File: src/rtl/fetchie_pkg.sv
// Shared types and default widths for the fetch/data memory arbiter.
// Round-robin arbitration is enabled by defining ARB_RR_EN.
package fetchie_pkg;

  localparam int ARB_ADDR_W = 32;
  localparam int ARB_DATA_W = 32;

  typedef enum logic [1:0] {
    IDLE    = 2'd0,
    GRANT_F = 2'd1,
    GRANT_D = 2'd2
  } arb_state_t;

endpackage

File: src/rtl/mem_arbiter.sv
// Two-requester (fetch, load/store) arbiter onto a single req/ack memory port.
// Define ARB_RR_EN for round-robin on simultaneous requests; default is fixed data priority.
module mem_arbiter
  import fetchie_pkg::*;
#(
  parameter int ADDR_W = ARB_ADDR_W,
  parameter int DATA_W = ARB_DATA_W
) (
  input  logic              clk,
  input  logic              reset,
  input  logic              f_req,
  input  logic [ADDR_W-1:0] f_addr,
  output logic              f_ack,
  output logic [DATA_W-1:0] f_data,
  input  logic              d_req,
  input  logic              d_we,
  input  logic [ADDR_W-1:0] d_addr,
  input  logic [DATA_W-1:0] d_wdata,
  output logic              d_ack,
  output logic [DATA_W-1:0] d_rdata,
  output logic              mem_req,
  output logic              mem_we,
  output logic [ADDR_W-1:0] mem_addr,
  output logic [DATA_W-1:0] mem_wdata,
  input  logic              mem_ack,
  input  logic [DATA_W-1:0] mem_rdata,
  output logic              busy,
  output arb_state_t        dbg_state
);

  // Handshake: a requester holds req (and its payload) until it sees a
  // one-cycle ack; the arbiter holds mem_req/payload until a one-cycle mem_ack.
  arb_state_t        r_state;
  logic              r_mem_req;
  logic              r_mem_we;
  logic [ADDR_W-1:0] r_mem_addr;
  logic [DATA_W-1:0] r_mem_wdata;
  logic              r_busy;
  logic              w_pick_d;

`ifdef ARB_RR_EN
  // Set when the most recent grant went to fetch; data wins the next tie.
  logic r_last_f;

  assign w_pick_d = d_req & (~f_req | r_last_f);

  always_ff @(posedge clk or negedge reset) begin
    if (!reset) begin
      r_last_f <= 1'b1;
    end else if (r_state == IDLE && (f_req || d_req)) begin
      r_last_f <= ~w_pick_d;
    end
  end
`else
  assign w_pick_d = d_req;
`endif

  always_ff @(posedge clk or negedge reset) begin
    if (!reset) begin
      r_state     <= IDLE;
      r_mem_req   <= 1'b0;
      r_mem_we    <= 1'b0;
      r_mem_addr  <= '0;
      r_mem_wdata <= '0;
      r_busy      <= 1'b0;
    end else begin
      case (r_state)
        IDLE: begin
          if (w_pick_d) begin
            r_state     <= GRANT_D;
            r_mem_req   <= 1'b1;
            r_busy      <= 1'b1;
            r_mem_we    <= d_we;
            r_mem_addr  <= d_addr;
            r_mem_wdata <= d_wdata;
          end else if (f_req) begin
            r_state     <= GRANT_F;
            r_mem_req   <= 1'b1;
            r_busy      <= 1'b1;
            r_mem_we    <= 1'b0;
            r_mem_addr  <= f_addr;
            r_mem_wdata <= '0;
          end
        end
        GRANT_F, GRANT_D: begin
          if (mem_ack) begin
            r_state   <= IDLE;
            r_mem_req <= 1'b0;
            r_busy    <= 1'b0;
          end
        end
        default: begin
          r_state   <= IDLE;
          r_mem_req <= 1'b0;
          r_busy    <= 1'b0;
        end
      endcase
    end
  end

  // Acks are gated by the live grant so an ack while idle is dropped.
  assign f_ack     = mem_ack & (r_state == GRANT_F);
  assign d_ack     = mem_ack & (r_state == GRANT_D);
  assign f_data    = mem_rdata;
  assign d_rdata   = mem_rdata;
  assign mem_req   = r_mem_req;
  assign mem_we    = r_mem_we;
  assign mem_addr  = r_mem_addr;
  assign mem_wdata = r_mem_wdata;
  assign busy      = r_busy;
  assign dbg_state = r_state;

endmodule

File: config.mk
export PLATFORM = sky130hd
export DESIGN_NAME = mem_arbiter
export DESIGN_NICKNAME = d
export VERILOG_FILES = /design/src/rtl/fetchie_pkg.sv /design/src/rtl/mem_arbiter.sv
export SDC_FILE = /design/constraint.sdc
export NUM_CORES = 1
export LEC_CHECK = 0
export CORE_MARGIN = 4
export CORE_UTILIZATION = 33
export DETAILED_ROUTE_END_ITERATION = 10
export PLACE_DENSITY = 0.81
export RECOVER_POWER = 50
export SYNTH_ARGS = -nofsm -noshare
export SYNTH_HDL_FRONTEND = slang
export SYNTH_SLANG_ARGS = --single-unit
File: constraint.sdc
create_clock -name clk -period 1.8 [get_ports clk]
set_input_delay 0.27 -clock clk [delete_from_list [all_inputs] [get_ports clk]]
set_output_delay 0.27 -clock clk [all_outputs]
set_load 0.03 [all_outputs]
* Yosys cells after proc, flatten, opt, wreduce, memory -nomap -nowiden *
Cells that the tools add are included.

cells by class
  eq/ne operators = 4
  muxes and demuxes = 14
  bitwise operators = 2
  reductions and logical operators = 5

operators by type and width
  kind                                            number
  2-to-1 mux 32 bit                               4
  2-to-1 mux 2 bit                                3
  2-to-1 mux 1 bit                                5
  case mux 2 bit (2 select lines)                 1
  AND reduction 2 bit                             2
  inequality test 3 bit (second input constant)   1
  bitwise AND 1 bit                               2
  == test 2 x 1 -> 1 bit (second input constant)  1
  == test 2 bit (second input constant)           1
  zero test 2 bit                                 1
  inequality test 2 bit (second input constant)   1
  case mux 1 bit (2 select lines)                 1
  nonzero test 2 bit                              1
  OR reduction 2 bit                              1

storage, ports and cells
  register bits = 68
  bits of input ports = 134
  logic and storage cells = 30

* Logic depth before layout (Yosys ltp) *
Gate-level depths: netlist of the first run.

  word-level depth = 4
  depth in mapped cells = 7

* Least setup slack after synthesis of the first run *
Ideal clock, no wire load.

  path kind = register to register
  start = register r_state[0], in the netlist dbg_state[0]
  end = register r_mem_req, in the netlist mem_req
  library setup time = 0.125 ns
  arrival = 1.554 ns
  required time = 1.675 ns
  setup slack = 0.122 ns
  stages on the path, launching flop included = 6
  period minus slack after synthesis = 1.678 ns
  cell sequence = dfrtp_1 -> inv_1 -> ha_1 -> nor2b_1 -> a21oi_1 -> mux2_2

between the ends
  word-level cells in the longest chain between the ends = 4
  elaborated cells on any way between the ends = 8
  classes of those cells = eq/ne (4); mux (1); reduce/logical (3)

RTL lines
  item                                                     RTL line           source
  start: declaration                                       mem_arbiter.sv:33  arb_state_t r_state;
  start signal: assignment                                 mem_arbiter.sv:60  r_state <= IDLE;
  start signal: assignment                                 mem_arbiter.sv:70  r_state <= GRANT_D;
  start signal: assignment                                 mem_arbiter.sv:77  r_state <= GRANT_F;
  == test 2 x 1 -> 1 bit or == test 2 bit (tied branches)  mem_arbiter.sv:67  case (r_state)
  OR reduction 2 bit                                       mem_arbiter.sv:67
  inequality test 2 bit (no line)                          n/a
  AND reduction 2 bit (no line)                            n/a
  end signal: assignment                                   mem_arbiter.sv:61  r_mem_req <= 1'b0;
  end signal: assignment                                   mem_arbiter.sv:71  r_mem_req <= 1'b1;
  end signal: assignment                                   mem_arbiter.sv:78  r_mem_req <= 1'b1;
  end: declaration                                         mem_arbiter.sv:34  logic r_mem_req;

Several ways; a longest one is shown, not always the timed one.
A chain may end at the register's enable or synchronous reset.

* Final worst setup path of the first run *
  start = register r_state[1], in the netlist dbg_state[1]
  end = output dbg_state[1]

RTL lines
  item              RTL line           source
  end: declaration  mem_arbiter.sv:28  output arb_state_t dbg_state

No word-level cell between the ends.

==> results of run 1 <==
==> logic make-up (layout without fill, tap and decap cells) <==
family	after synthesis	count (layout)
AO/OA/AOI/OAI	70	70
adder cells (fa/ha/maj)	4	4
buffers and inverters	85	196
flip-flops	68	68
multiplexers	33	33
AND/OR/NAND/NOR	43	43
==> cell usage in the layout (no fill, tap or decap), types with 3 or more instances in the layout <==
cell / n
mux2i_1: 32
clkdlybuf4s50_1: 168
buf_4: 3
clkbuf_8: 9
buf_12: 3
and2_1: 3
ha_1: 4
o21ai_0: 30
nand2_1: 34
a22o_1: 33
dfrtp_1: 68
==> report_power, final <==
part	total (µW)	switching [µW]	internal, µW
Clock	1390	601	789
Combinational	4920	2780	2140
Sequential	2690	418	2280
==> registers in the layout, summed over array words and instances (netlist names) <==
signal     cells
dbg_state      2
mem_addr      32
mem_req        1
mem_wdata     32
mem_we         1
==> synthesized netlist by cell type (all sizes together) <==
library cell   n  area (µm²)
inv            2        7.51
a31oi          1        6.26
ha             4        50.1
clkbuf         3        11.3
buf           80         576
o211ai         1        7.51
and3b          1        8.76
nor2           1        3.75
nor2b          1        6.26
and2           3        18.8
o21ai         33         176
nand2b         2        12.5
dfrtp         68        1700
nand3          1        5.00
a22o          33         289
o22ai          1        6.26
mux2           1        11.3
mux2i         32         320
nand2         34         128
a21oi          1        5.00
==> metal layers <==
layer  vias to the layer above  wire, µm
li1                       1186         -
met1                      1149      3100
met2                       145      4270
met3                        36       961
met4                         0       277
met5                         -         0
==> stage by stage <==
stage / cells / hold slack [ps]
CTS: 547 / 322
global placement: 530 / 314
global route: 547 / 330
detailed placement: 530 / 329
floorplan: 303 / -25.6
finish: 547 / 344
==> worst paths after layout <==
path / startpoint / endpoint
worst max-delay path: dbg_state[1] / dbg_state[1]
worst min-delay path: d_req / dbg_state[0]
worst max register to register: dbg_state[0] / mem_we
worst min register to register: mem_addr[26] / mem_addr[26]
max in group asynchronous: reset / mem_addr[29]
min in group asynchronous: reset / mem_wdata[12]
==> cell type report <==
class	instances	area [µm²]	area share [%]
Clock buffer	9	124	2.51
Clock inverter	7	98.8	2.00
Inverter	2	7.51	0.152
Multi-Input combinational cell	150	1050	21.3
Sequential cell	68	1700	34.4
Tap cell	133	166	3.37
Timing Repair Buffer	178	1790	36.2
==> results.sh, run 1 <==
export IMPL_avgViaCountPerCell=4.60
export IMPL_yosys_area_share_simple_pct=5.45
export IMPL_die_h_um=109
export IMPL_worstHoldPathType="input pin to flip-flop"
export IMPL_dr_pass1_iters=4
export IMPL_setup_violations_final=0
export IMPL_crit_path_end_kind="output port"
export IMPL_tritoncts="built"
export IMPL_routed_wl_mm=8.61
export IMPL_routabilityCongestion=0.715
export IMPL_drcViolationCount=0
export IMPL_rsz0062_at_grt="false"
export IMPL_start_util_pct=34.1
export IMPL_ant_nets=0
export IMPL_synth_mux_area_share_pct=9.90
export IMPL_r2r_slack_ps=220
export IMPL_synth_seq_cells=68
export IMPL_grt_overflow=0
export IMPL_synth_compound_area_share_pct=14.6
export IMPL_drive_gt1_share_pct=6.52
export IMPL_crit_arrival_ps=1450
export IMPL_yosysUniqueCellTypes=23
export IMPL_setup_ws_ps=75.2
export IMPL_worstSkewPairLatency_ps=340
export IMPL_pin_count=269
export IMPL_leakagePower_uw=0.00217
export IMPL_powerDensity_mw_per_mm2=1820
export IMPL_area_delta_synth_final_pct=47.6
export IMPL_dp_hpwl_mm=6.57
export IMPL_cts_clk_slew_worst_paths_ps=70
export IMPL_cts_hold_buf=1
export IMPL_vias=2516
export IMPL_syn_cell_area_mm2=0.00335
export IMPL_die_area_mm2=0.0118
export IMPL_synth_warnings=0
export IMPL_row_count=36
export IMPL_cp_slowest_stage_delay_ps=720
export IMPL_timing_slew_headroom_pct=40.6
export IMPL_clock_sinks=68
export IMPL_maxCapViolations=0
export IMPL_cp_num_buf_inv=1
export IMPL_clock_path_buffers=2
export IMPL_syn_area_per_cell_um2=11.1
export IMPL_dp_worst_setup_slack_ps=229
export IMPL_fin_area_mm2=0.00494
export IMPL_maxSlewViolCount=0
export IMPL_hold_violations=0
export IMPL_grt_pass1_vias=2805
export IMPL_antenna_found_initial=0
export IMPL_cp_num_cells=1
export IMPL_use_met2_pct=25.9
export IMPL_met3_usage_pct=5.68
export IMPL_num_nets_final=547
export IMPL_cts_htree_levels=3
export IMPL_status="complete, no violations"
export IMPL_dpl_cell_area_mm2=0.00472
export IMPL_ys_seq_area_share_pct=50.8
export IMPL_synth_top_family_by_area="buffers and inverters"
export IMPL_grt_usage_pct=14.8
export IMPL_cp_cell_sequence="clkdlybuf4s50_1"
export IMPL_worst_pin_slew_ps=891
export IMPL_post_drt_wl_per_cell_um=15.7
export IMPL_grt_busiest_layer="met2"
export IMPL_criticalPathCategory="flip-flop to output port"
export IMPL_antenna_cells=0
export IMPL_syn_inst=303
export IMPL_fmax_ghz=0.580
export IMPL_use_met1_pct=15.6
export IMPL_cts_buffers=9
export IMPL_fillers=908
export IMPL_clock_skew_ps=11.3
export IMPL_cts_root_buf="clkbuf_8"
export IMPL_min_period_ps=1720
export IMPL_critPathLaunchType="flip-flop"
export IMPL_syn_nets=441
export IMPL_cp_max_fo=5
export IMPL_cts_repair_resized=0
export IMPL_synthXorXnorAreaFrac_pct=0
export IMPL_finalSetupTns_ps=0
export IMPL_synthAdderAreaFrac_pct=1.49
export IMPL_coreArea_mm2=0.00982
export IMPL_cts_setup_buffers=0
export IMPL_port_buffers=172
export IMPL_power_uw=9010
export IMPL_post_route_period_util_pct=95.8
export IMPL_final_core_util_pct=50.4
export IMPL_slowest_stage="clkdlybuf4s50_1"
export IMPL_worstPathRequired_ps=1530
export IMPL_die_w_um=109
export IMPL_drtIter0Drc=73
export IMPL_ir_drop_uv=866
export IMPL_grt_max_degree=69
export IMPL_hold_depth=2
export IMPL_grt_pass1_wl_mm=13.7
export IMPL_reg2reg_depth=5
export IMPL_cp_top_family="buffers and inverters"
No activity file was read; power rests on OpenSTA's default activity.
==> inputs of run 2 (changes only) <==
--- a/config.mk
+++ b/config.mk
@@ -10,6 +10,7 @@
 export DETAILED_ROUTE_END_ITERATION = 10
 export PLACE_DENSITY = 0.81
 export RECOVER_POWER = 50
+export SLEW_MARGIN = 5
 export SYNTH_ARGS = -nofsm -noshare
 export SYNTH_HDL_FRONTEND = slang
 export SYNTH_SLANG_ARGS = --single-unit
==> results of run 2 <==
The final DEF is identical to that of run 1; final timing and power are the same.
==> inputs of run 3 (changes only) <==
--- a/config.mk
+++ b/config.mk
@@ -6,9 +6,9 @@
 export NUM_CORES = 1
 export LEC_CHECK = 0
 export CORE_MARGIN = 4
-export CORE_UTILIZATION = 33
+export CORE_UTILIZATION = 28
 export DETAILED_ROUTE_END_ITERATION = 10
-export PLACE_DENSITY = 0.81
+export PLACE_DENSITY = 0.78
 export RECOVER_POWER = 50
 export SLEW_MARGIN = 5
 export SYNTH_ARGS = -nofsm -noshare
==> results.sh, run 3 (synthesis gave the netlist of run 1 again) <==
export IMPL_setup_ws_ps=95.1
export IMPL_cts_htree_levels=3
export IMPL_met3_usage_pct=5.20
export IMPL_layout_common_cells="clkdlybuf4s50_1, dfrtp_1, nand2_1"
export IMPL_pin_count=269
export IMPL_die_h_um=117
export IMPL_internal_power_uw=5620
export IMPL_antenna_cells=0
export IMPL_row_count=39
export IMPL_worstPathRequired_ps=1530
export IMPL_grt_usage_pct=12.2
export IMPL_routed_wl_mm=8.39
export IMPL_comb_power_share_pct=51.9
export IMPL_grt_pass1_wl_mm=13.8
export IMPL_cts_root_buf="clkbuf_16"
export IMPL_crit_path_end_kind="output port"
export IMPL_cp_top_family="buffers and inverters"
export IMPL_setup_violations_final=0
export IMPL_grt_busiest_layer="met2"
export IMPL_p_seq_share_pct=28.6
export IMPL_drcViolationCount=0
export IMPL_grt_max_degree=69
export IMPL_dpl_cell_area_mm2=0.00474
export IMPL_rsz0062_at_grt="false"
export IMPL_min_period_ps=1700
export IMPL_fin_area_mm2=0.00505
export IMPL_routabilityCongestion=0.746
export IMPL_hold_violations=0
export IMPL_clock_skew_ps=5.10
export IMPL_cts_clk_slew_worst_paths_ps=60
export IMPL_antenna_found_initial=0
export IMPL_swShare_pct=40.5
export IMPL_slowest_stage="clkdlybuf4s50_1"
export IMPL_coreArea_mm2=0.0116
export IMPL_post_route_period_util_pct=94.7
export IMPL_p_clk_share_pct=19.5
export IMPL_avgViaCountPerCell=4.43
export IMPL_die_w_um=117
export IMPL_worstSkewPairLatency_ps=320
export IMPL_dp_worst_setup_slack_ps=244
export IMPL_crit_arrival_ps=1430
export IMPL_fillers=1105
export IMPL_cp_max_fo=5
export IMPL_use_met1_pct=14.6
export IMPL_timing_slew_headroom_pct=40.9
export IMPL_clock_sinks=68
export IMPL_tritoncts="built"
export IMPL_worst_pin_slew_ps=887
export IMPL_clock_path_buffers=2
export IMPL_grt_pass1_vias=2766
export IMPL_cp_num_buf_inv=1
export IMPL_drtIter0Drc=63
export IMPL_cp_cell_sequence="clkdlybuf4s50_1"
export IMPL_die_area_mm2=0.0138
export IMPL_cts_setup_buffers=0
export IMPL_p_sw_uw=3830
export IMPL_maxCapViolations=0
export IMPL_finalSetupTns_ps=0
export IMPL_use_met2_pct=19.9
export IMPL_fmax_ghz=0.587
export IMPL_drive_gt1_share_pct=6.75
export IMPL_ir_drop_uv=807
export IMPL_powerDensity_mw_per_mm2=1870
export IMPL_cp_slowest_stage_delay_ps=710
export IMPL_worstHoldPathType="input pin to flip-flop"
export IMPL_status="complete, no violations"
export IMPL_vias=2472
export IMPL_cts_buffers=9
export IMPL_post_drt_wl_per_cell_um=15.0
export IMPL_layout_commonest_cell="clkdlybuf4s50_1"
export IMPL_ant_nets=0
export IMPL_start_util_pct=29.0
export IMPL_dp_hpwl_mm=6.35
export IMPL_maxSlewViolCount=0
export IMPL_criticalPathCategory="flip-flop to output port"
export IMPL_port_buffers=172
export IMPL_grt_overflow=0
export IMPL_holdWs_ps=428
export IMPL_leakagePower_uw=0.00221
export IMPL_dr_pass1_iters=4
export IMPL_area_delta_synth_final_pct=50.8
export IMPL_num_nets_final=549
export IMPL_critPathLaunchType="flip-flop"
run 3: changes by cell type in the layout (fill, tap and decap cells not counted), sizes merged:
| cell | before | now |
|---|---|---|
| buf | 8 | 10 |
| clkinv | 2 | 3 |
| inv | 4 | 2 |
run 3: cell type report:
type                    count  area [µm²]  area share, %
clock buffers               9         225           4.46
clock inverters             6        90.1           1.78
inverters                   2        7.51          0.149
multi-input cells         150        1050           20.9
flip-flops and latches     68        1700           33.7
well taps                 143         179           3.54
repair buffers            180        1790           35.5
run 3: stage by stage:
step / utilization, % / total power (µW) / std cells
global placement: 41.0 / 7580 / 542
finish: 43.7 / 9450 / 558
global route: 43.7 / 10000 / 558
detailed placement: 41.0 / 7680 / 542
CTS: 43.8 / 9600 / 558
floorplan: - / 5800 / 303
run 3: routing by layer:
metal,share of wire [%],wire length [µm]
met4,2.0,165
met5,0,0
met2,48,3990
met1,42,3510
met3,8.7,730
run 3: final timing paths:
path | startpoint | to | slack, ps | depth (start not counted)
worst max-delay path | dbg_state[1] | dbg_state[1] | 100 | 1
worst min-delay path | d_req | dbg_state[0] | 430 | 2
worst max register to register | dbg_state[1] | mem_req | 250 | 5
worst min register to register | mem_addr[27] | mem_addr[27] | 480 | 2
max in group asynchronous | reset | mem_addr[30] | 500 | 3
min in group asynchronous | reset | mem_wdata[22] | 730 | 3
run 3: what timing repair did:
| action | in CTS | in global routing |
|---|---|---|
| endpoints found under the hold margin | 68 | 0 |
| hold buffers | 1 | 0 |
| resized for setup | 0 | 0 |
run 3: power by group through the flow:
stage               Clock [µW]  Combinational, µW  Sequential (µW)
floorplan                    0               1640             4160
global placement             0               4880             2710
detailed placement           0               4980             2700
CTS                       1910               4970             2720
global route              1980               5250             2810
finish                    1850               4900             2700
